### src/rtl/fetch_pkg.sv
// Shared types for the instruction fetch unit: FIFO entry layout, FSM states, constants.
// Latency: n/a (types only).
// Backpressure: n/a (types only).
package fetch_pkg;

    // Size of one instruction word in bytes; the PC steps by this amount.
    localparam logic [31:0] INSTR_BYTES = 32'd4;

    // Occupancy counter width; holds 0..16 so it covers every legal buffer depth.
    localparam int CNT_W = 5;

    // One buffered fetch result. A faulting fetch carries instr = 0 and fault = 1.
    typedef struct packed {
        logic [31:0] pc;
        logic [31:0] instr;
        logic        fault;
    } fetch_entry_t;

    // GAP : bus idle for one cycle, clears the slave's registered ack.
    // REQ : strobe held on the current PC until ack or err.
    // HALT: parked after a bus error until the next redirect.
    typedef enum logic [1:0] {
        GAP  = 2'd0,
        REQ  = 2'd1,
        HALT = 2'd2
    } fetch_state_t;

endpackage

### src/rtl/wb_bus.sv
// Instruction-side Wishbone subset: address/strobe out, ack/err/read data back.
// Latency: n/a (wires only).
// Backpressure: the master holds addr/stb stable until the slave answers with ack or err.
interface wb_bus;

    logic [31:0] addr;
    logic        stb;
    logic        we;
    logic        ack;
    logic        err;
    logic [31:0] rdata;

    modport master (
        output addr,
        output stb,
        output we,
        input  ack,
        input  err,
        input  rdata
    );

    modport slave (
        input  addr,
        input  stb,
        input  we,
        output ack,
        output err,
        output rdata
    );

endinterface

### src/rtl/fetch_fifo.sv
// Prefetch buffer of fetch entries; head is read straight from storage (no output register).
// Latency: a pushed entry is visible at the head one cycle later.
// Backpressure: push is dropped when full without a pop; flush beats push and pop.
module fetch_fifo
    import fetch_pkg::*;
#(
    parameter int Depth = 4
) (
    input  logic               clk_in,
    input  logic               reset_in,
    input  logic               push,
    input  fetch_entry_t       push_dat,
    input  logic               pop,
    input  logic               flush,
    output logic [CNT_W-1:0]   count,
    output fetch_entry_t       head
);

    localparam int              AW   = (Depth > 1) ? $clog2(Depth) : 1;
    localparam logic [CNT_W-1:0] FULL = CNT_W'(Depth);

    fetch_entry_t       r_mem [Depth];
    logic [AW-1:0]      r_wr_ptr;
    logic [AW-1:0]      r_rd_ptr;
    logic [CNT_W-1:0]   r_count;
    logic               w_do_pop;
    logic               w_do_push;

    // Pop only real entries; a push into a full buffer is legal only alongside a pop.
    always_comb begin
        w_do_pop  = pop & (r_count != '0);
        w_do_push = push & ((r_count != FULL) | w_do_pop);
    end

    // Pointer, occupancy and storage update; flush empties the buffer and ignores push/pop.
    always_ff @(posedge clk_in or posedge reset_in) begin
        if (reset_in) begin
            r_wr_ptr <= '0;
            r_rd_ptr <= '0;
            r_count  <= '0;
            for (int i = 0; i < Depth; i++) begin
                r_mem[i] <= '0;
            end
        end else if (flush) begin
            r_wr_ptr <= '0;
            r_rd_ptr <= '0;
            r_count  <= '0;
        end else begin
            if (w_do_push) begin
                r_mem[r_wr_ptr] <= push_dat;
                r_wr_ptr        <= r_wr_ptr + 1'b1;
            end
            if (w_do_pop) begin
                r_rd_ptr <= r_rd_ptr + 1'b1;
            end
            case ({w_do_push, w_do_pop})
                2'b10:   r_count <= r_count + 1'b1;
                2'b01:   r_count <= r_count - 1'b1;
                default: r_count <= r_count;
            endcase
        end
    end

    assign count = r_count;
    assign head  = r_mem[r_rd_ptr];

endmodule

### src/rtl/instruction_fetch_unit.sv
// Wishbone instruction fetcher: sequential PC, redirect flush, bus errors become fault entries.
// Latency: 3 cycles per word (GAP, REQ, REQ+ack); first word visible 3 cycles after reset release.
// Backpressure: a request is issued only with a free buffer slot; decode pops with valid/ready.
module instruction_fetch_unit
    import fetch_pkg::*;
#(
    parameter logic [31:0] ResetPc   = 32'h0000_0000,
    parameter int          FifoDepth = 4
) (
    input  logic         clk_in,
    input  logic         reset_in,
    wb_bus.master        bus_master,
    input  logic         redirect_valid_in,
    input  logic [31:0]  redirect_pc_in,
    output logic         instr_valid_out,
    input  logic         instr_ready_in,
    output logic [31:0]  instr_out,
    output logic [31:0]  instr_pc_out,
    output logic         instr_fault_out
);

    localparam logic [CNT_W-1:0] FULL = CNT_W'(FifoDepth);

    fetch_state_t        r_state;
    fetch_state_t        w_state_nxt;
    logic [31:0]         r_pc;
    logic [31:0]         w_pc_nxt;
    logic                w_stb;
    logic                w_push;
    fetch_entry_t        w_push_dat;
    logic                w_flush;
    logic                w_pop;
    logic [CNT_W-1:0]    w_count;
    fetch_entry_t        w_head;

    // State and PC registers; reset parks in GAP so the first cycle never strobes.
    always_ff @(posedge clk_in or posedge reset_in) begin
        if (reset_in) begin
            r_state <= GAP;
            r_pc    <= ResetPc;
        end else begin
            r_state <= w_state_nxt;
            r_pc    <= w_pc_nxt;
        end
    end

    // Next state, PC and buffer push; a redirect overrides whatever the bus returned this cycle.
    always_comb begin
        w_state_nxt = r_state;
        w_pc_nxt    = r_pc;
        w_stb       = 1'b0;
        w_push      = 1'b0;
        w_push_dat  = '0;
        w_flush     = 1'b0;

        case (r_state)
            GAP: begin
                // Space is reserved here: only one request is ever outstanding.
                if (w_count < FULL) begin
                    w_state_nxt = REQ;
                end
            end
            REQ: begin
                w_stb = 1'b1;
                if (bus_master.ack) begin
                    w_push           = 1'b1;
                    w_push_dat.pc    = r_pc;
                    w_push_dat.instr = bus_master.rdata;
                    w_push_dat.fault = 1'b0;
                    w_pc_nxt         = r_pc + INSTR_BYTES;
                    w_state_nxt      = GAP;
                end else if (bus_master.err) begin
                    // Faulting PC is kept so the entry and a later refetch agree.
                    w_push           = 1'b1;
                    w_push_dat.pc    = r_pc;
                    w_push_dat.instr = 32'h0;
                    w_push_dat.fault = 1'b1;
                    w_state_nxt      = HALT;
                end
            end
            HALT: begin
                w_state_nxt = HALT;
            end
            default: begin
                w_state_nxt = GAP;
            end
        endcase

        if (redirect_valid_in) begin
            w_flush     = 1'b1;
            w_push      = 1'b0;
            w_pc_nxt    = redirect_pc_in;
            w_state_nxt = GAP;
        end
    end

    // Decode handshake: the head leaves when it is valid and accepted.
    always_comb begin
        w_pop = instr_valid_out & instr_ready_in;
    end

    fetch_fifo #(
        .Depth (FifoDepth)
    ) u_fifo (
        .clk_in   (clk_in),
        .reset_in (reset_in),
        .push     (w_push),
        .push_dat (w_push_dat),
        .pop      (w_pop),
        .flush    (w_flush),
        .count    (w_count),
        .head     (w_head)
    );

    assign bus_master.addr = r_pc;
    assign bus_master.stb  = w_stb;
    assign bus_master.we   = 1'b0;

    assign instr_valid_out = (w_count != '0);
    assign instr_out       = w_head.instr;
    assign instr_pc_out    = w_head.pc;
    assign instr_fault_out = w_head.fault;

endmodule

### src/flat_wrapper.sv
// flat-port wrapper written by rule: the top's interface ports become plain ports
module instruction_fetch_unit_flat import fetch_pkg::*;
#(
    parameter logic [31:0] ResetPc   = 32'h0000_0000,
    parameter int          FifoDepth = 4
)
  (clk_in, reset_in, redirect_valid_in, redirect_pc_in, instr_valid_out, instr_ready_in, instr_out, instr_pc_out, instr_fault_out, bus_master_addr, bus_master_stb, bus_master_we, bus_master_ack, bus_master_err, bus_master_rdata);
  wb_bus bus_master_i ();
  input  logic clk_in;
  input  logic reset_in;
  input  logic redirect_valid_in;
  input  logic [31:0] redirect_pc_in;
  output logic instr_valid_out;
  input  logic instr_ready_in;
  output logic [31:0] instr_out;
  output logic [31:0] instr_pc_out;
  output logic instr_fault_out;
  output wire logic [$bits(bus_master_i.addr)-1:0] bus_master_addr;
  output wire logic [$bits(bus_master_i.stb)-1:0] bus_master_stb;
  output wire logic [$bits(bus_master_i.we)-1:0] bus_master_we;
  input wire logic [$bits(bus_master_i.ack)-1:0] bus_master_ack;
  input wire logic [$bits(bus_master_i.err)-1:0] bus_master_err;
  input wire logic [$bits(bus_master_i.rdata)-1:0] bus_master_rdata;
  assign bus_master_addr = bus_master_i.addr;
  assign bus_master_stb = bus_master_i.stb;
  assign bus_master_we = bus_master_i.we;
  assign bus_master_i.ack = bus_master_ack;
  assign bus_master_i.err = bus_master_err;
  assign bus_master_i.rdata = bus_master_rdata;
  instruction_fetch_unit #(.ResetPc(ResetPc), .FifoDepth(FifoDepth)) u_core (.clk_in(clk_in), .reset_in(reset_in), .bus_master(bus_master_i), .redirect_valid_in(redirect_valid_in), .redirect_pc_in(redirect_pc_in), .instr_valid_out(instr_valid_out), .instr_ready_in(instr_ready_in), .instr_out(instr_out), .instr_pc_out(instr_pc_out), .instr_fault_out(instr_fault_out));
endmodule
### config.mk
export PLATFORM = sky130hd
export DESIGN_NAME = instruction_fetch_unit_flat
export DESIGN_NICKNAME = d
export VERILOG_FILES = /design/src/rtl/fetch_pkg.sv /design/src/rtl/wb_bus.sv /design/src/rtl/fetch_fifo.sv /design/src/rtl/instruction_fetch_unit.sv /design/src/flat_wrapper.sv
export SDC_FILE = /design/constraint.sdc
export NUM_CORES = 1
export LEC_CHECK = 0
export CAP_MARGIN = 20
export CORE_UTILIZATION = 45
export CTS_CLUSTER_SIZE = 10
export DETAILED_ROUTE_END_ITERATION = 8
export PLACE_DENSITY = 0.76
export SYNTH_ARGS = -nofsm -noshare
export SYNTH_HDL_FRONTEND = slang
export SYNTH_SLANG_ARGS = --single-unit
### constraint.sdc
create_clock -name clk_in -period 11.66 [get_ports clk_in]
set_input_delay 1.749 -clock clk_in [delete_from_list [all_inputs] [get_ports clk_in]]
set_output_delay 1.749 -clock clk_in [all_outputs]
set_load 0.01 [all_outputs]
==> results.yml, run 1 <==
status:
  run_status: "finished, violations left"
  violations: "DRC"
synth:
  synth_largest_area_cell: "sky130_fd_sc_hd__dfrtp_1"
  yosys-top-cells-area: "sky130_fd_sc_hd__dfrtp_1 53%, sky130_fd_sc_hd__mux2_1 11%, sky130_fd_sc_hd__mux4_2 10%, sky130_fd_sc_hd__mux2_2 10%, sky130_fd_sc_hd__and3_1 1.5%"
  synth-async-reset-ratio_pct: 100.0
  synth.net_count: 1061
  synth_area_per_cell_um2: 14.49
  synth_cells: 982
  number_of_synthesized_flops_with_an_enable_pin: 0
  synth-seq-area-share_pct: 53.27
  synthDominantCellAreaShare_pct: 53.27
  most_numerous_cell_in_the_yosys_netlist: "sky130_fd_sc_hd__dfrtp_1"
  dominantRegCellSynth: "sky130_fd_sc_hd__dfrtp_1"
  synth.top_cells.by_count: "303 x sky130_fd_sc_hd__dfrtp_1, 134 x sky130_fd_sc_hd__mux2_1, 128 x sky130_fd_sc_hd__mux2_2, 65 x sky130_fd_sc_hd__mux4_2, 44 x sky130_fd_sc_hd__nand2_1"
  postSynthRegisterBits: 303
  yosys_warnings: 0
  synth_area_um2: 14230
  yosys.cell_types.count: 45
worst_hold_path:
  hold-path-cell-count: 1
  hp-class: "flop to flop"
  whs_endpoint: "u_core.u_fifo.r_mem[31]$_DFFE_PP0P_"
  hold_path.startpoint: "u_core.u_fifo.r_mem[31]$_DFFE_PP0P_"
cells_and_area:
  post_route_cells_drive_above_1_share_pct: 22.63
  fillerInstances: 2532
  multi_input_logic_area_um2: 6147
  ff_latch_area_um2: 7587
  antennaDiodeCount: 0
  layout.nets: 1214
  area_growth_syn_to_layout_pct: 19.71
  layout.cell_area.non_filler_um2: 17040
die:
  placement_rows: 64
  core_area_um2: 30830
  design.die.area_um2: 32340
  boundaryPins: 170
  initial_core_util_pct: 46.16
  dieHeight_um: 179.8
  die_x_um: 179.8
clocking:
  tritoncts_clock_tree: "built"
  cts_made_buffers: 36
  cts_setup_buffers: 0
  root_buffer_selected_by_cts: "sky130_fd_sc_hd__clkbuf_16"
  cts_hold_buffers: 0
  cts_buffer_depth: 3
  clkLatencyLatePin_ps: 510
  post_cts_resize_count: 0
  htree_levels: 2
  clk_pin_slew_worst_paths_ps: 60
  clock-sinks: 303
global_route:
  grt_usage_pct: 20.56
  grt_pass1_vias: 9387
  grt_pass1_wl_mm: 52.47
  grt.overflow.total: 0
  largest_net_degree_at_the_start_of_global_routing: 148
  grt_antenna_before_repair: 0
sta:
  layout_min_cycle_time_ps: 5010
  final-hold-violation-count: 0
  max_slew_margin_pct: 27.28
  worst_pin_slew_ps: 1091
  clock-skew-final_ps: 13.85
  timing.hold.ws_ps: 485.0
  finalSetupViolCount: 0
  drv_slew: 0
  post-route-period-util_pct: 42.97
  fmax_mhz: 199.6
  setup_total_negative_slack_ps: 0
  rsz0062_at_grt: "false"
worst_setup_path:
  crit_path_cell_trace: "buf_4, mux4_2, clkdlybuf4s50_1"
  launch_point_of_the_worst_reg_to_reg_path: "u_core.r_state[1]$_DFFE_PP0P_"
  crit_fanout: 34
  crit_path_capture_type: "primary output"
  reg2reg_slack_ps: 8730
  ff2ff_path_depth: 7
  rr_endpoint: "u_core.u_fifo.r_mem[19]$_DFFE_PP0P_"
  critical_path.startpoint_type: "flop"
  crit_slowest_cell: "sky130_fd_sc_hd__dfrtp_4"
  worst_ep_arrival_time_ps: 3260
  worst_path_largest_cell_delay_ps: 880
  timing.critical_path.buf_inv: 2
  crit_type: "flop to primary output"
  required_ps: 9910
  cp_top_family: "buffers and inverters"
job:
  maxCapViolCount: 0
placed_design:
  dpl_cell_area_um2: 16020
  gp_congestion: 0.8310
  io_buffer_count: 168
  post_detailed_placement_half_perimeter_wirelength_mm: 19.69
routing:
  routed_via_density: 5.712
  first_pass_iteration_count_of_the_detailed_router: 7
  route.final.wire_length_mm: 32.40
  drc: 11
  avgRoutedWirePerCell_um: 21.09
  drt_first_iter_violations: 500
  dr_total_vias: 8773
  antenna_violating_nets_post_route: 0
pwr:
  static-leakage-power_nw: 8.126
  irDropWorstVdd_uv: 95.94
  power_density_nw_per_um2: 166.9
## layout make-up
class / count / share of cell area, %
flip-flops and latches: 303 / 44.53
multi-input cells: 603 / 36.08
repair buffers: 178 / 10.50
clock buffers: 40 / 5.500
well taps: 396 / 2.908
inverters: 13 / 0.3305
clock inverters: 3 / 0.1469
## worst max-delay path by stage
stage,endpoint,depth (start not counted),from
after global routing,instr_fault_out,3,u_core.u_fifo.r_rd_ptr[0]$_DFFE_PP0P_
after CTS,instr_pc_out[31],3,u_core.u_fifo.r_rd_ptr[0]$_DFFE_PP0P_
after detailed placement,u_core.u_fifo.count[4]$_DFFE_PP0P_,4,reset_in
after global placement,u_core.u_fifo.r_mem[121]$_DFFE_PP0P_,4,reset_in
after floorplan,u_core.bus_master.addr[0]$_DFFE_PP0P_,1,reset_in
final,instr_pc_out[1],3,u_core.u_fifo.r_rd_ptr[0]$_DFFE_PP0P_
## cells in the final DEF (no fill, tap or decap), types with 3 or more instances in the layout
cell type | Yosys | routed
sky130_fd_sc_hd__dfrtp_1 | 303 | 301
sky130_fd_sc_hd__o21ai_0 | 32 | 32
sky130_fd_sc_hd__mux2_2 | 128 | 128
sky130_fd_sc_hd__nand2_4 | 0 | 4
sky130_fd_sc_hd__and3_1 | 34 | 34
sky130_fd_sc_hd__a21oi_1 | 5 | 5
sky130_fd_sc_hd__clkbuf_1 | 28 | 3
sky130_fd_sc_hd__xor2_1 | 24 | 24
sky130_fd_sc_hd__nand3_1 | 19 | 19
sky130_fd_sc_hd__nand2_1 | 44 | 44
sky130_fd_sc_hd__clkbuf_16 | 0 | 37
sky130_fd_sc_hd__xnor2_1 | 10 | 10
sky130_fd_sc_hd__mux2_1 | 134 | 134
sky130_fd_sc_hd__nor4_1 | 4 | 4
sky130_fd_sc_hd__nor3_1 | 7 | 7
sky130_fd_sc_hd__buf_4 | 5 | 7
sky130_fd_sc_hd__clkdlybuf4s50_1 | 0 | 167
sky130_fd_sc_hd__nor2_1 | 15 | 15
sky130_fd_sc_hd__nand4_1 | 11 | 11
sky130_fd_sc_hd__and2_1 | 33 | 33
sky130_fd_sc_hd__mux4_2 | 65 | 65
sky130_fd_sc_hd__ha_1 | 8 | 8
sky130_fd_sc_hd__inv_1 | 13 | 12
## worst reg2reg max path, stage by stage (launching register included)
cell and delay [ps]:
sky130_fd_sc_hd__dfrtp_1 400, sky130_fd_sc_hd__nand2b_1 220, sky130_fd_sc_hd__inv_1 80, sky130_fd_sc_hd__buf_4 340, sky130_fd_sc_hd__o311ai_4 230, sky130_fd_sc_hd__nor2_4 300, sky130_fd_sc_hd__nand2_4 620, sky130_fd_sc_hd__mux2_1 620
## layer usage
metal | global-route usage, % | vias up | routed length, um | share of wire (%)
li1 | - | 3861 | - | -
met2 | 33.48 | 283 | 15720 | 49
met1 | 28.38 | 4591 | 14270 | 44
met3 | 4.315 | 38 | 2031 | 6.3
met5 | 0 | - | 0 | 0
met4 | 4.552 | 0 | 374 | 1.2
## registers in the layout, indices dropped and copies added (netlist names)
name                    flops
u_core.r_state              2
u_core.u_fifo.r_mem       260
u_core.u_fifo.count         5
u_core.bus_master.addr     32
u_core.u_fifo.r_rd_ptr      2
u_core.u_fifo.r_wr_ptr      2
## cells by family after synthesis
kind of cell             Yosys count  synth area share [%]
AO/OA/AOI/OAI                     46                 1.960
XOR/XNOR                          34                 2.092
adder cells (fa/ha/maj)            9                0.8440
buffers and inverters             76                 3.675
flip-flops                       303                 53.27
multiplexers                     329                 31.16
other                              1               0.02635
AND/OR/NAND/NOR                  184                 6.971
## where the power goes
group          switching, mW  internal (mW)  leakage, nW
sequential             0.102           1.15         4.15
clock                  0.399          0.564        0.469
combinational          0.291          0.340         3.50
total                  0.792           2.05         8.13
## through the flow
step                instances  utilization [%]  setup WS [ps]  power, mW
detailed placement       1490            51.95           6563      1.904
finish                   1536            55.26           6650      2.843
CTS                      1533            55.07           6544      2.875
floorplan                 982                -           1537      1.635
global placement         1490            51.95           6626      1.887
global route             1536            55.26           6403      2.981
Note: power is estimated with default switching activity, not from simulation.
==> run 2: changes to the inputs <==
==> constraint.sdc (replaced) <==
create_clock -name clk_in -period 4.8 [get_ports clk_in]
set_input_delay 0.72 -clock clk_in [delete_from_list [all_inputs] [get_ports clk_in]]
set_output_delay 0.72 -clock clk_in [all_outputs]
set_load 0.01 [all_outputs]
==> run 2 against run 1 <==
Net effect:
- critical path type unchanged
- global-route usage about the same
- setup slack worse by 5500 ps
- flip-flop and latch count unchanged
- largest cell class unchanged
- the flow still finishes with violations (DRC)
- design area up 0.24%
- critical path depth unchanged
- clock skew up 5.9 ps
==> results.yml, run 2 (synthesis gave the netlist of run 1 again) <==
sta:
  finalSetupViolCount: 0
  rsz0062_at_grt: "false"
  max_slew_margin_pct: 26.13
  setup_total_negative_slack_ps: 0
  drv_slew: 0
  layout_min_cycle_time_ps: 3622
  clock-skew-final_ps: 19.72
  worst_pin_slew_ps: 1108
  fmax_mhz: 276.1
  post-route-period-util_pct: 75.46
  final-hold-violation-count: 0
clocking:
  clock-sinks: 303
  cts_buffer_depth: 3
  cts_made_buffers: 36
  cts_setup_buffers: 0
  tritoncts_clock_tree: "built"
  htree_levels: 2
  clkLatencyLatePin_ps: 510
  post_cts_resize_count: 0
  cts_hold_buffers: 0
  root_buffer_selected_by_cts: "sky130_fd_sc_hd__clkbuf_16"
  clk_pin_slew_worst_paths_ps: 60
routing:
  antenna_violating_nets_post_route: 0
  first_pass_iteration_count_of_the_detailed_router: 8
  dr_total_vias: 8582
  routed_via_density: 5.584
  route.final.wire_length_mm: 32.13
  drc: 28
  avgRoutedWirePerCell_um: 20.90
  drt_first_iter_violations: 539
worst_hold_path:
  hold-path-cell-count: 1
  hp-class: "flop to flop"
  hold_path.startpoint: "u_core.u_fifo.r_mem[31]$_DFFE_PP0P_"
cells_and_area:
  layout.cell_area.non_filler_um2: 17080
  ff_latch_area_um2: 7590
  registers.top_by_ff_count: "u_core.u_fifo.r_mem"
  post_route_cells_drive_above_1_share_pct: 22.72
  multi_input_logic_area_um2: 6147
  final_common_cell: "sky130_fd_sc_hd__dfrtp_1"
  commonest_cells_after_routing_fill_and_taps_aside: "301 x sky130_fd_sc_hd__dfrtp_1, 167 x sky130_fd_sc_hd__clkdlybuf4s50_1, 134 x sky130_fd_sc_hd__mux2_1"
  area_growth_syn_to_layout_pct: 20.00
  fillerInstances: 2503
  layout.nets: 1214
  largest_register_ff_count: 260
worst_setup_path:
  crit_fanout: 30
  rr_endpoint: "u_core.u_fifo.r_mem[145]$_DFFE_PP0P_"
  critical_path.endpoint: "instr_pc_out[1]"
  crit_path_capture_type: "primary output"
  critical_path.startpoint_type: "flop"
  worst_setup_path_startpoint: "u_core.u_fifo.r_rd_ptr[0]$_DFFE_PP0P_"
  reg2reg_slack_ps: 1860
  worst_ep_arrival_time_ps: 2900
  ff2ff_path_depth: 5
  crit_type: "flop to primary output"
  required_ps: 4080
  launch_point_of_the_worst_reg_to_reg_path: "u_core.u_fifo.count[4]$_DFFE_PP0P_"
global_route:
  grt_usage_pct: 20.57
  grt.overflow.total: 0
  grt_pass1_vias: 9180
  largest_net_degree_at_the_start_of_global_routing: 148
  grt_pass1_wl_mm: 52.06
  grt_antenna_before_repair: 1
pwr:
  static-leakage-power_nw: 8.138
  irDropWorstVdd_uv: 227.5
  power_density_nw_per_um2: 409.0
placed_design:
  dpl_cell_area_um2: 16050
  post_detailed_placement_half_perimeter_wirelength_mm: 19.89
  gp_congestion: 0.7642
  io_buffer_count: 168
die:
  die_x_um: 179.8
  design.die.area_um2: 32340
  boundaryPins: 170
  placement_rows: 64
  core_area_um2: 30830
  dieHeight_um: 179.8
  initial_core_util_pct: 46.16
status:
  run_status: "finished, violations left"
  violations: "DRC"
job:
  maxCapViolCount: 0
-- run 2: worst min path at each step --
stage,endpoint,slack (ps)
detailed placement,u_core.u_fifo.r_mem[105]$_DFFE_PP0P_,480
floorplan,u_core.r_state[0]$_DFFE_PP0P_,450
global placement,u_core.u_fifo.r_mem[105]$_DFFE_PP0P_,470
finish,u_core.u_fifo.r_mem[31]$_DFFE_PP0P_,480
global route,u_core.u_fifo.r_mem[86]$_DFFE_PP0P_,500
CTS,u_core.u_fifo.r_mem[105]$_DFFE_PP0P_,490
-- run 2: layout make-up --
type	instances	share of cell area, %
tap	396	2.901
sequential	303	44.44
timing repair buffer	178	10.52
antenna	1	0.01465
clock inverter	3	0.2784
inverter	13	0.3077
clock buffer	40	5.546
multi-input combinational	603	35.99
-- run 2: metal layers --
| layer | track usage, % | routed length [um] | vias to the layer above |
|---|---|---|---|
| met5 | 0 | 0 | - |
| met2 | 32.92 | 15100 | 261 |
| li1 | - | - | 3858 |
| met4 | 4.862 | 518 | 0 |
| met1 | 28.33 | 14090 | 4429 |
| met3 | 4.984 | 2416 | 34 |
-- run 2: worst max-delay path: stages, from the launching register on --
cell and delay (ps):
sky130_fd_sc_hd__dfrtp_4 830, sky130_fd_sc_hd__buf_4 400, sky130_fd_sc_hd__mux4_2 560, sky130_fd_sc_hd__clkdlybuf4s50_1 540
-- run 2: power breakdown --
| group | switching (mW) | leakage (nW) | total, mW | internal [mW] |
|---|---|---|---|---|
| sequential | 0.267 | 4.15 | 3.05 | 2.79 |
| combinational | 0.684 | 3.49 | 1.52 | 0.840 |
| clock | 0.971 | 0.489 | 2.41 | 1.44 |
-- run 2: metrics by stage --
step	hold WS [ps]	utilization (%)	setup WS [ps]	power, mW	cells
2_1_floorplan	448.5	-	50.98	3.972	982
3_3_place_gp	468.2	52.07	1138	4.589	1492
3_5_place_dp	475.5	52.07	1062	4.630	1492
4_1_cts	487.4	55.30	1077	7.068	1535
5_1_grt	497.8	55.39	997.1	7.324	1536
6_report	481.3	55.40	1178	6.985	1537
==> run 3: changes to the inputs <==
==> constraint.sdc (replaced) <==
create_clock -name clk_in -period 3.7 [get_ports clk_in]
set_input_delay 0.555 -clock clk_in [delete_from_list [all_inputs] [get_ports clk_in]]
set_output_delay 0.555 -clock clk_in [all_outputs]
set_load 0.01 [all_outputs]
==> run 3 against run 2 <==
Net effect:
- the run still ends with DRC left
- first-iteration DRC count shrank 3.2%
- routed wire length rose by 1.5%
- critical endpoint is now instr_out[17]
- critical path depth unchanged
- combinational power is 36% higher
- register-to-register slack worse by 960 ps
- design area rose by 0.98%
- largest cell class unchanged
- via count increased by 1.8%
- utilization is 0.54 points higher
- count of clock-buffer cells in the layout up 2
- worst hold slack better by 2.5 ps
==> results.yml, run 3 (synthesis gave the netlist of run 1 again) <==
sta:
  layout_min_cycle_time_ps: 3170
  rsz0062_at_grt: "false"
  worst_pin_slew_ps: 812.1
  clock-skew-final_ps: 24.91
  fmax_mhz: 315.4
  post-route-period-util_pct: 85.69
  timing.final.ws_setup_ps: 529.6
  setup_total_negative_slack_ps: 0
  timing.hold.ws_ps: 483.8
  max_slew_margin_pct: 45.36
  drv_slew: 0
  finalSetupViolCount: 0
  final-hold-violation-count: 0
worst_setup_path:
  reg2reg_slack_ps: 900
  required_ps: 3140
  ff2ff_path_depth: 10
  launch_point_of_the_worst_reg_to_reg_path: "u_core.u_fifo.count[1]$_DFFE_PP0P_"
  rr_endpoint: "u_core.u_fifo.count[4]$_DFFE_PP0P_"
  worst_setup_path_startpoint: "u_core.u_fifo.r_rd_ptr[0]$_DFFE_PP0P_"
  crit_path_capture_type: "primary output"
  critical_path.startpoint_type: "flop"
  worst_ep_arrival_time_ps: 2620
  crit_fanout: 29
  crit_type: "flop to primary output"
worst_hold_path:
  hp-class: "flop to flop"
  hold_path.startpoint: "u_core.u_fifo.r_mem[87]$_DFFE_PP0P_"
  whs_endpoint: "u_core.u_fifo.r_mem[87]$_DFFE_PP0P_"
  hold-path-cell-count: 1
routing:
  first_pass_iteration_count_of_the_detailed_router: 8
  dr_total_vias: 8738
  avgRoutedWirePerCell_um: 21.01
  antenna_violating_nets_post_route: 0
  drc: 28
  routed_via_density: 5.630
  drt_first_iter_violations: 522
  route.final.wire_length_mm: 32.61
global_route:
  grt_antenna_before_repair: 3
  grt_usage_pct: 20.82
  largest_net_degree_at_the_start_of_global_routing: 116
  grt_pass1_wl_mm: 52.91
  grt.overflow.total: 0
  grt_pass1_vias: 9420
cells_and_area:
  post_route_cells_drive_above_1_share_pct: 23.48
  finalCoreUtilization_pct: 55.94
  layout.cell_area.non_filler_um2: 17250
  final_common_cell: "sky130_fd_sc_hd__dfrtp_1"
  area_growth_syn_to_layout_pct: 21.18
  layout.nets: 1226
  registers.top_by_ff_count: "u_core.u_fifo.r_mem"
  layout.cells.non_filler: 1552
  commonest_cells_after_routing_fill_and_taps_aside: "301 x sky130_fd_sc_hd__dfrtp_1, 167 x sky130_fd_sc_hd__clkdlybuf4s50_1, 134 x sky130_fd_sc_hd__mux2_1"
  largest_register_ff_count: 260
  fillerInstances: 2480
die:
  initial_core_util_pct: 46.16
  core_area_um2: 30830
  die_x_um: 179.8
  boundaryPins: 170
  design.die.area_um2: 32340
  dieHeight_um: 179.8
  placement_rows: 64
clocking:
  cts_hold_buffers: 0
  tritoncts_clock_tree: "built"
  cts_made_buffers: 36
  cts_setup_buffers: 0
  root_buffer_selected_by_cts: "sky130_fd_sc_hd__clkbuf_16"
  clock-sinks: 303
  htree_levels: 2
  cts_buffer_depth: 3
  clk_pin_slew_worst_paths_ps: 60
  post_cts_resize_count: 0
  clkLatencyLatePin_ps: 510
placed_design:
  dpl_cell_area_um2: 16260
  dpl.cell_count: 1505
  post_detailed_placement_half_perimeter_wirelength_mm: 20.96
  place_worst_setup_slack_ps: 696.6
  gp_congestion: 0.7972
  io_buffer_count: 168
job:
  maxCapViolCount: 0
pwr:
  irDropWorstVdd_uv: 301.4
  power_density_nw_per_um2: 523.9
  report.power.total_mw: 9.035
  static-leakage-power_nw: 8.223
status:
  run_status: "finished, violations left"
  violations: "DRC"
## run 3: cell count changes in the layout (fill, tap and decap cells not counted)
| cell | before | now |
|---|---|---|
| sky130_fd_sc_hd__clkbuf_1 | 2 | 4 |
| sky130_fd_sc_hd__bufinv_16 | 1 | 0 |
| sky130_fd_sc_hd__buf_16 | 1 | 0 |
| sky130_fd_sc_hd__buf_4 | 7 | 11 |
| sky130_fd_sc_hd__diode_2 | 1 | 2 |
| sky130_fd_sc_hd__buf_12 | 2 | 11 |
| sky130_fd_sc_hd__clkinv_2 | 0 | 1 |
## run 3: routing by layer
| metal | GRT usage [%] | wire length [um] |
|---|---|---|
| met5 | 0 | 16 |
| met2 | 33.85 | 15610 |
| met3 | 5.247 | 2278 |
| met4 | 4.828 | 524 |
| met1 | 28.10 | 14170 |
## run 3: critical path, stage by stage, from the launching register on
cell,delay [ps]
sky130_fd_sc_hd__dfrtp_4,710
sky130_fd_sc_hd__buf_12,310
sky130_fd_sc_hd__mux4_2,570
sky130_fd_sc_hd__clkdlybuf4s50_1,490
## run 3: layout make-up
cell class / instances / area, um^2 / share of cell area (%)
sequential: 303 / 7590 / 44.01
multi-input combinational: 603 / 6147 / 35.64
timing repair buffer: 190 / 1979 / 11.48
clock buffer: 42 / 954.7 / 5.535
tap: 396 / 495.5 / 2.873
inverter: 13 / 52.55 / 0.3047
clock inverter: 3 / 22.52 / 0.1306
antenna: 2 / 5.005 / 0.02902
## run 3: where the power goes
| group | internal (mW) | switching [mW] | total, mW |
|---|---|---|---|
| Clock | 1.80 | 1.26 | 3.06 |
| Combinational | 1.11 | 0.960 | 2.07 |
| Sequential | 3.62 | 0.291 | 3.91 |
| Total | 6.53 | 2.51 | 9.04 |
## run 3: worst max path at each step
stage,endpoint,slack (ps),cells after the start
after floorplan,u_core.bus_master.addr[0]$_DFFE_PP0P_,-880,1
after global placement,u_core.u_fifo.count[4]$_DFFE_PP0P_,740,11
after detailed placement,u_core.u_fifo.count[4]$_DFFE_PP0P_,700,11
after CTS,instr_out[0],480,3
after global routing,instr_out[17],390,3
final,instr_out[17],530,3
